### src/rtl/gpr_pkg.sv
// Shared types for the GPR access controller: widths,
// FSM encoding and the packed command record.
package gpr_pkg;

  localparam int ADDR_W = 5;
  localparam int DATA_W = 32;
  localparam int CMD_W  = 1 + 3 * ADDR_W + DATA_W;

  typedef enum logic [1:0] {
    S_IDLE  = 2'd0,
    S_ISSUE = 2'd1,
    S_RESP  = 2'd2
  } state_t;

  typedef struct packed {
    logic              write;
    logic [ADDR_W-1:0] addr_a;
    logic [ADDR_W-1:0] addr_b;
    logic [ADDR_W-1:0] addr_c;
    logic [DATA_W-1:0] wdata;
  } cmd_t;

  function automatic cmd_t pack_cmd(
    input logic              write,
    input logic [ADDR_W-1:0] addr_a,
    input logic [ADDR_W-1:0] addr_b,
    input logic [ADDR_W-1:0] addr_c,
    input logic [DATA_W-1:0] wdata
  );
    cmd_t c;
    c.write  = write;
    c.addr_a = addr_a;
    c.addr_b = addr_b;
    c.addr_c = addr_c;
    c.wdata  = wdata;
    return c;
  endfunction

endpackage

### src/rtl/cmd_fifo.sv
// Synchronous show-ahead FIFO. Ports: push/din/full on the
// write side, pop/dout/empty on the read side; async reset.
module cmd_fifo #(
  parameter int DEPTH = 4,
  parameter int WIDTH = 48
) (
  input  logic             clk,
  input  logic             rst,
  input  logic             push,
  input  logic [WIDTH-1:0] din,
  output logic             full,
  input  logic             pop,
  output logic [WIDTH-1:0] dout,
  output logic             empty
);

  localparam int PW = (DEPTH > 1) ? $clog2(DEPTH) : 1;
  localparam logic [PW:0] FULL_CNT = (PW + 1)'(DEPTH);

  logic [WIDTH-1:0] mem [DEPTH];
  logic [PW-1:0]    wr_ptr;
  logic [PW-1:0]    rd_ptr;
  logic [PW:0]      count;
  logic             do_push;
  logic             do_pop;

  assign full    = (count == FULL_CNT);
  assign empty   = (count == '0);
  assign do_push = push && !full;
  assign do_pop  = pop && !empty;
  assign dout    = mem[rd_ptr];

  // DEPTH is a power of two, so pointers wrap naturally.
  always_ff @(posedge clk or posedge rst) begin
    if (rst) begin
      wr_ptr <= '0;
      rd_ptr <= '0;
      count  <= '0;
    end else begin
      if (do_push) wr_ptr <= wr_ptr + PW'(1);
      if (do_pop)  rd_ptr <= rd_ptr + PW'(1);
      unique case ({do_push, do_pop})
        2'b10:   count <= count + (PW + 1)'(1);
        2'b01:   count <= count - (PW + 1)'(1);
        default: count <= count;
      endcase
    end
  end

  always_ff @(posedge clk) begin
    if (do_push) mem[wr_ptr] <= din;
  end

endmodule

### src/rtl/gpr_access_ctrl.sv
// Sequences queued read/write commands onto a GPR file.
// Ports: cmd_* in, rsp_* out, gpr_* to/from the register file.
module gpr_access_ctrl
  import gpr_pkg::*;
#(
  parameter int FIFO_DEPTH = 4
) (
  input  logic              clk,
  input  logic              rst,
  input  logic              cmd_valid,
  output logic              cmd_ready,
  input  logic              cmd_write,
  input  logic [ADDR_W-1:0] cmd_addr_a,
  input  logic [ADDR_W-1:0] cmd_addr_b,
  input  logic [ADDR_W-1:0] cmd_addr_c,
  input  logic [DATA_W-1:0] cmd_wdata,
  output logic              rsp_valid,
  input  logic              rsp_ready,
  output logic [DATA_W-1:0] rsp_data_a,
  output logic [DATA_W-1:0] rsp_data_b,
  output logic              gpr_write_enable,
  output logic [ADDR_W-1:0] gpr_addrA,
  output logic [ADDR_W-1:0] gpr_addrB,
  output logic [ADDR_W-1:0] gpr_addrC,
  output logic [DATA_W-1:0] gpr_data_in_C,
  input  logic [DATA_W-1:0] gpr_data_out_A,
  input  logic [DATA_W-1:0] gpr_data_out_B
);

  state_t state;
  state_t state_n;
  cmd_t   in_cmd;
  cmd_t   head;
  logic   fifo_full;
  logic   fifo_empty;
  logic   pop;

  assign in_cmd = pack_cmd(cmd_write, cmd_addr_a,
                           cmd_addr_b, cmd_addr_c,
                           cmd_wdata);
  assign cmd_ready = !fifo_full;

  cmd_fifo #(
    .DEPTH (FIFO_DEPTH),
    .WIDTH (CMD_W)
  ) u_fifo (
    .clk   (clk),
    .rst   (rst),
    .push  (cmd_valid),
    .din   (in_cmd),
    .full  (fifo_full),
    .pop   (pop),
    .dout  (head),
    .empty (fifo_empty)
  );

  always_ff @(posedge clk or posedge rst) begin
    if (rst) state <= S_IDLE;
    else     state <= state_n;
  end

  // In ISSUE the registered write enable tells us
  // whether the in-flight command is a write.
  always_comb begin
    state_n = state;
    pop     = 1'b0;
    unique case (state)
      S_IDLE: begin
        if (!fifo_empty) begin
          pop     = 1'b1;
          state_n = S_ISSUE;
        end
      end
      S_ISSUE: begin
        state_n = gpr_write_enable ? S_IDLE : S_RESP;
      end
      S_RESP: begin
        if (rsp_ready) state_n = S_IDLE;
      end
      default: state_n = S_IDLE;
    endcase
  end

  // Only the fields a command uses are reloaded; the
  // others keep their previous values.
  always_ff @(posedge clk or posedge rst) begin
    if (rst) begin
      gpr_write_enable <= 1'b0;
      gpr_addrA        <= '0;
      gpr_addrB        <= '0;
      gpr_addrC        <= '0;
      gpr_data_in_C    <= '0;
    end else begin
      gpr_write_enable <= 1'b0;
      if (pop) begin
        if (head.write) begin
          gpr_write_enable <= 1'b1;
          gpr_addrC        <= head.addr_c;
          gpr_data_in_C    <= head.wdata;
        end else begin
          gpr_addrA <= head.addr_a;
          gpr_addrB <= head.addr_b;
        end
      end
    end
  end

  always_ff @(posedge clk or posedge rst) begin
    if (rst) begin
      rsp_valid  <= 1'b0;
      rsp_data_a <= '0;
      rsp_data_b <= '0;
    end else begin
      if (state == S_ISSUE && !gpr_write_enable) begin
        rsp_valid  <= 1'b1;
        rsp_data_a <= gpr_data_out_A;
        rsp_data_b <= gpr_data_out_B;
      end else if (state == S_RESP && rsp_ready) begin
        rsp_valid <= 1'b0;
      end
    end
  end

endmodule
### config.mk
export PLATFORM = sky130hd
export DESIGN_NAME = gpr_access_ctrl
export DESIGN_NICKNAME = d
export VERILOG_FILES = /design/src/rtl/gpr_pkg.sv /design/src/rtl/cmd_fifo.sv /design/src/rtl/gpr_access_ctrl.sv
export SDC_FILE = /design/constraint.sdc
export NUM_CORES = 1
export LEC_CHECK = 0
export BUFFER_PORTS_ARGS = -buffer_cell sky130_fd_sc_hd__buf_2
export CELL_PAD_IN_SITES_DETAIL_PLACEMENT = 0
export CELL_PAD_IN_SITES_GLOBAL_PLACEMENT = 2
export CORE_MARGIN = 5
export CORE_UTILIZATION = 23
export CTS_CLUSTER_SIZE = 8
export DETAILED_ROUTE_END_ITERATION = 16
export PLACE_DENSITY_LB_ADDON = 0.25
export SLEW_MARGIN = 20
export SYNTH_ARGS = -nofsm -noshare
export SYNTH_HDL_FRONTEND = slang
export SYNTH_SLANG_ARGS = --single-unit
### constraint.sdc
create_clock -name clk -period 4.1 [get_ports clk]
set_input_delay 0.82 -clock clk [delete_from_list [all_inputs] [get_ports clk]]
set_output_delay 0.82 -clock clk [all_outputs]
set_load 0.02 [all_outputs]
# ---- After elaboration in Yosys (flattened, before gate mapping)
# Memories as Yosys holds them, arrays and structs flattened.
# Index checks and enable logic that the tools add are counted.
dict set report word_totals {
  ff_bits 122
  ramBits 192
  input_bits 116
  out_inout_bits 114
  wordCells 52
  n_memories 1
}
# name depth word_bits read_ports rd_ports_with_merged_regs write_ports line
set memory_table {}
lappend memory_table {u_fifo.mem 4 48 1 0 1 cmd_fifo.sv:20} ;# logic [WIDTH-1:0] mem [DEPTH];
dict set report op_classes {
  add_sub_neg 4
  eq_ne 7
  n_mux 13
  bitwise 1
  n_reduce_logical 14
}
# operator count
set ops {}
lappend ops {{1-bit two-way mux} 8}
lappend ops {{2-bit two-way mux} 3}
lappend ops {{2-bit case mux with 3 select lines} 1}
lappend ops {{3-bit case mux with 2 select lines} 1}
lappend ops {{2-bit AND reduction} 3}
lappend ops {{2-bit by 1-bit adder with 2-bit output, second input constant} 2}
lappend ops {{2-bit by 1-bit == test with 1-bit output, second input constant} 2}
lappend ops {{2-bit == test, second input constant} 2}
lappend ops {{1-bit logical AND} 4}
lappend ops {{2-bit inequality test, second input constant} 2}
lappend ops {{2-bit nonzero test} 2}
lappend ops {{3-bit by 1-bit adder with 3-bit output, second input constant} 1}
lappend ops {{3-bit == test, second input constant} 1}
lappend ops {{1-bit zero test} 3}
lappend ops {{3-bit zero test} 1}
lappend ops {{3-bit by 1-bit subtractor with 3-bit output, second input constant} 1}
lappend ops {{2-bit zero test} 1}
lappend ops {{1-bit NOT} 1}

# ---- Depth between registers and ports, before layout
dict set report depth {
  ltp_word 6
  ltp_mapped 8
  mapped_depth_nobuf 8
}

# ---- Cells and area by module
# A second synthesis with hierarchy kept.
dict set report unflattened {
  cells_unflattened 540
  hier_area_um2 11837.6
}
# mod instances cells_each area_each_um2 seq_area_each_um2
set by_module_without_submodules {}
lappend by_module_without_submodules {cmd_fifo 1 289 7410.9 5940.7}
lappend by_module_without_submodules {gpr_access_ctrl 1 251 4426.7 2877.8}

# ---- Least setup slack after synthesis
# Ideal clock, no wire load.
dict set report synth_path {
  path_type {input to register}
  from {in cmd_valid}
  to {mem u_fifo.mem[0][0], enable pin}
  setup_time_ns 0.411
  t_arrival_ns 2.014
  required_time_ns 3.689
  path_slack_ns 1.675
  path_stages 1
  n_path_buf 0
  path_cell_list {and3_1}
}
dict set report synth_via {
  elab_chain_cells 3
}
# element line
set synth_rtl {}
lappend synth_rtl {{start, declared} gpr_access_ctrl.sv:10} ;# input logic cmd_valid,
lappend synth_rtl {{1-bit logical AND} cmd_fifo.sv:29} ;# assign do_push = push && !full;
lappend synth_rtl {{1-bit two-way mux} cmd_fifo.sv:51} ;# if (do_push) mem[wr_ptr] <= din;
lappend synth_rtl {{1-bit two-way mux (implied by the code)} cmd_fifo.sv:51}
lappend synth_rtl {{end, declared} cmd_fifo.sv:20}
# Every way passes these cells.

# ---- Worst setup path after layout
dict set report layout_path {
  from {reg u_fifo.count[0]}
  to {out cmd_ready}
}
dict set report layout_via {
  elab_chain_cells 2
}
# element line
set layout_rtl {}
lappend layout_rtl {{start, declared} cmd_fifo.sv:23} ;# logic [PW:0] count;
lappend layout_rtl {{start signal, assigned} cmd_fifo.sv:43} ;# 2'b10: count <= count + (PW + 1)'(1);
lappend layout_rtl {{start signal, assigned} cmd_fifo.sv:44} ;# 2'b01: count <= count - (PW + 1)'(1);
lappend layout_rtl {{start signal, assigned} cmd_fifo.sv:45} ;# default: count <= count;
lappend layout_rtl {{3-bit == test} cmd_fifo.sv:27} ;# assign full = (count == FULL_CNT);
lappend layout_rtl {{1-bit zero test} gpr_access_ctrl.sv:41} ;# assign cmd_ready = !fifo_full;
lappend layout_rtl {{end, declared} gpr_access_ctrl.sv:11} ;# output logic cmd_ready,
# Every way passes these cells.

==> flow_metrics.tcl <==
set metrics [dict create \
    outcome "completed" \
    numPortBuffers 229 \
    fin_util_pct 29.9 \
    grt_pass1_vias 6632 \
    area.growth.synth_to_final_pct 28.5 \
    clockBufferDepth 3 \
    antenna_found_initial 5 \
    end_kind "output pin" \
    dieWidth_um 235 \
    crit_arrival_ns 1.74 \
    fin_skew_ns 0.0256 \
    synth_ff_type "edfxtp_1" \
    hp-class "in2async" \
    period_needed_ns 2.56 \
    final_cells 1505 \
    pin_count 230 \
    period_share_pct 62.4 \
    vdd_drop_max_v 0.000340 \
    synth_cell_types 27 \
    share_comb_of_total_power_pct 33.0 \
    switching_power_mw 4.17 \
    r2r_slack_ns 1.70 \
    yosysWarnings 0 \
    avgSynthCellArea_um2 21.7 \
    power.share.clock_pct 28.1 \
    num_vias 5928 \
    grt_pass1_wl_mm 43.9 \
    totalPowerFinal_mw 12.7 \
    place_area_um2 13600 \
    viasPerCell 3.94 \
    synth-seq-cells 314 \
    required_ns 3.28 \
    async_reset_ff_share_pct 38.9 \
    max_slew_margin_pct 38.2 \
    post_cts_buffers 0 \
    synth_top_area_share_pct 49.5 \
    wl_per_cell_um 19.3 \
    insertion_delay_ns 0.58 \
    intPower_mw 8.53 \
    max_cap_violations 0 \
    netlist_instances 537 \
    worst-path-max-fanout 6 \
    pre_cts_slack_ns 1.62 \
    fp-row-count 82 \
    ctsResizeCount 0 \
    gp_congestion 0.735 \
    syn-num-nets 659 \
    cellPowerDensity_nw_per_um2 848 \
    power.leakage_nw 5.72 \
    grt_max_degree 63 \
    synth_edf_count 192 \
    hold_ws_ns 0.372 \
    clock_sinks 314 \
    drt_wl_total_mm 29.1 \
    yosysTopAreaCell "edfxtp_1" \
    drc 0 \
    drt_pass1_iterations 4 \
    rsz0062_at_grt "false" \
    die-area_um2 55300 \
    fin_area_um2 15000 \
    slew_viol_final 0 \
    clockRootBuffer "clkbuf_16" \
    grt.overflow.total 0 \
    hpwl_mm 17.1 \
    first_iter_violations 242 \
    clk_pin_slew_ns 0.05 \
    worstSetupPathType "reg2out" \
    fmaxAchievable_mhz 391 \
    initial_core_util_pct 23.2 \
    yosys-top-cells-area "edfxtp_1, dfrtp_1, mux4_2" \
    drive_gt1_share_pct 55.4 \
    tns_ns 0 \
    yosysSeqAreaShare_pct 75.6 \
    worst_slack_ns 1.54 \
    hold_viol 0 \
    numCtsBuffers 46 \
    setup_viol 0 \
    p_sw_share_pct 32.8 \
    netlist_area_um2 11700 \
    nNetsFinal 920 \
    dieHeight_um 235 \
    worst_pin_slew_ns 0.927 \
    detail-route-antenna-nets 0 \
    dp.cells 1422 \
    htreeDepth 2 \
    seqPwrFrac_pct 38.9 \
    cts_tree "done" \
    coreArea_um2 50200 \
    cp-start-kind "flop" \
    cts-hold-fix-buffers 0 \
    grtUsageTotal_pct 10.4 \
]
==> state kept, by name, summed over array words and instances, names as in the netlist <==
name / flops
gpr_addrC: 5
rsp_valid: 1
u_fifo.mem: 192
gpr_data_in_C: 32
u_fifo.rd_ptr: 2
state: 2
gpr_write_enable: 1
rsp_data_a: 32
gpr_addrB: 5
u_fifo.count: 3
u_fifo.wr_ptr: 2
gpr_addrA: 5
rsp_data_b: 32
==> critical path, cell delays in order, from the launching register on <==
cell	delay, ns
dfrtp_1	0.44
or3b_1	0.53
buf_2	0.22
==> cells in the final DEF, fill, tap and decap left out, types with 2 or more instances in the layout <==
| cell | n |
|---|---|
| buf_2 | 229 |
| edfxtp_1 | 192 |
| dfrtp_1 | 120 |
| mux2_2 | 94 |
| mux4_2 | 48 |
| clkbuf_16 | 47 |
| clkbuf_1 | 29 |
| mux2_4 | 19 |
| buf_4 | 7 |
| nor2_1 | 5 |
| and3_4 | 5 |
| ha_1 | 5 |
| xnor2_1 | 4 |
| nor3_1 | 3 |
| inv_1 | 3 |
| diode_2 | 2 |
| xor2_1 | 2 |
==> cell usage after synthesis (4+ instances only) <==
library cell	n
buf_2	11
nor2_1	5
dfrtp_1	122
mux2_2	94
inv_1	4
clkbuf_1	7
and3_1	5
mux2_4	19
xnor2_1	4
ha_1	5
mux4_2	48
edfxtp_1	192
==> metal layers <==
layer	up-vias	part of all wire, %	wire, µm	GRT usage [%]
li1	2642	-	-	-
met1	2994	43	12600	13.2
met2	230	44	12900	16.0
met3	56	10	2920	5.11
met4	6	2.2	647	2.74
met5	-	0.16	47	0
==> layout make-up <==
| cell class | instances | area, µm² |
|---|---|---|
| Clock buffer | 77 | 1300 |
| Antenna cell | 2 | 5.00 |
| Multi-Input combinational cell | 196 | 2730 |
| Clock inverter | 4 | 63.8 |
| Sequential cell | 314 | 8820 |
| Timing Repair Buffer | 236 | 1200 |
| Fill cell | 5000 | 35200 |
| Inverter | 4 | 20.0 |
| Tap cell | 672 | 841 |
==> path summary, 6_finish.rpt <==
kind / from / to / cells after the start
min in group clk: cmd_wdata[17] / u_fifo.mem[2][17] / 1
worst max register to register: u_fifo.rd_ptr[0] / gpr_addrB[0] / 3
worst min-delay path: rst / gpr_addrB[1] / 2
worst min register to register: rsp_data_a[26] / rsp_data_a[26] / 1
max in group asynchronous: rst / rsp_data_b[22] / 3
worst max-delay path: u_fifo.count[0] / cmd_ready / 2
==> power groups by stage <==
| stage | Sequential [mW] | Clock, mW | Combinational, mW |
|---|---|---|---|
| floorplan | 5.57 | 0 | 2.32 |
| CTS | 4.98 | 3.75 | 4.34 |
| finish | 4.94 | 3.57 | 4.19 |
| global route | 5.08 | 3.89 | 4.54 |
| detailed placement | 5.02 | 0 | 4.34 |
| global placement | 5.01 | 0 | 4.33 |
==> kinds of logic after synthesis <==
family | count (synthesis) | synth area share (%)
flops | 314 | 75.6
mux | 161 | 20.8
buf+inv | 27 | 1.19
simple gates | 22 | 1.17
xor+xnor | 6 | 0.451
fa+ha+maj | 6 | 0.708
compound gates | 1 | 0.0429
Power figures use the tool's default switching activity.
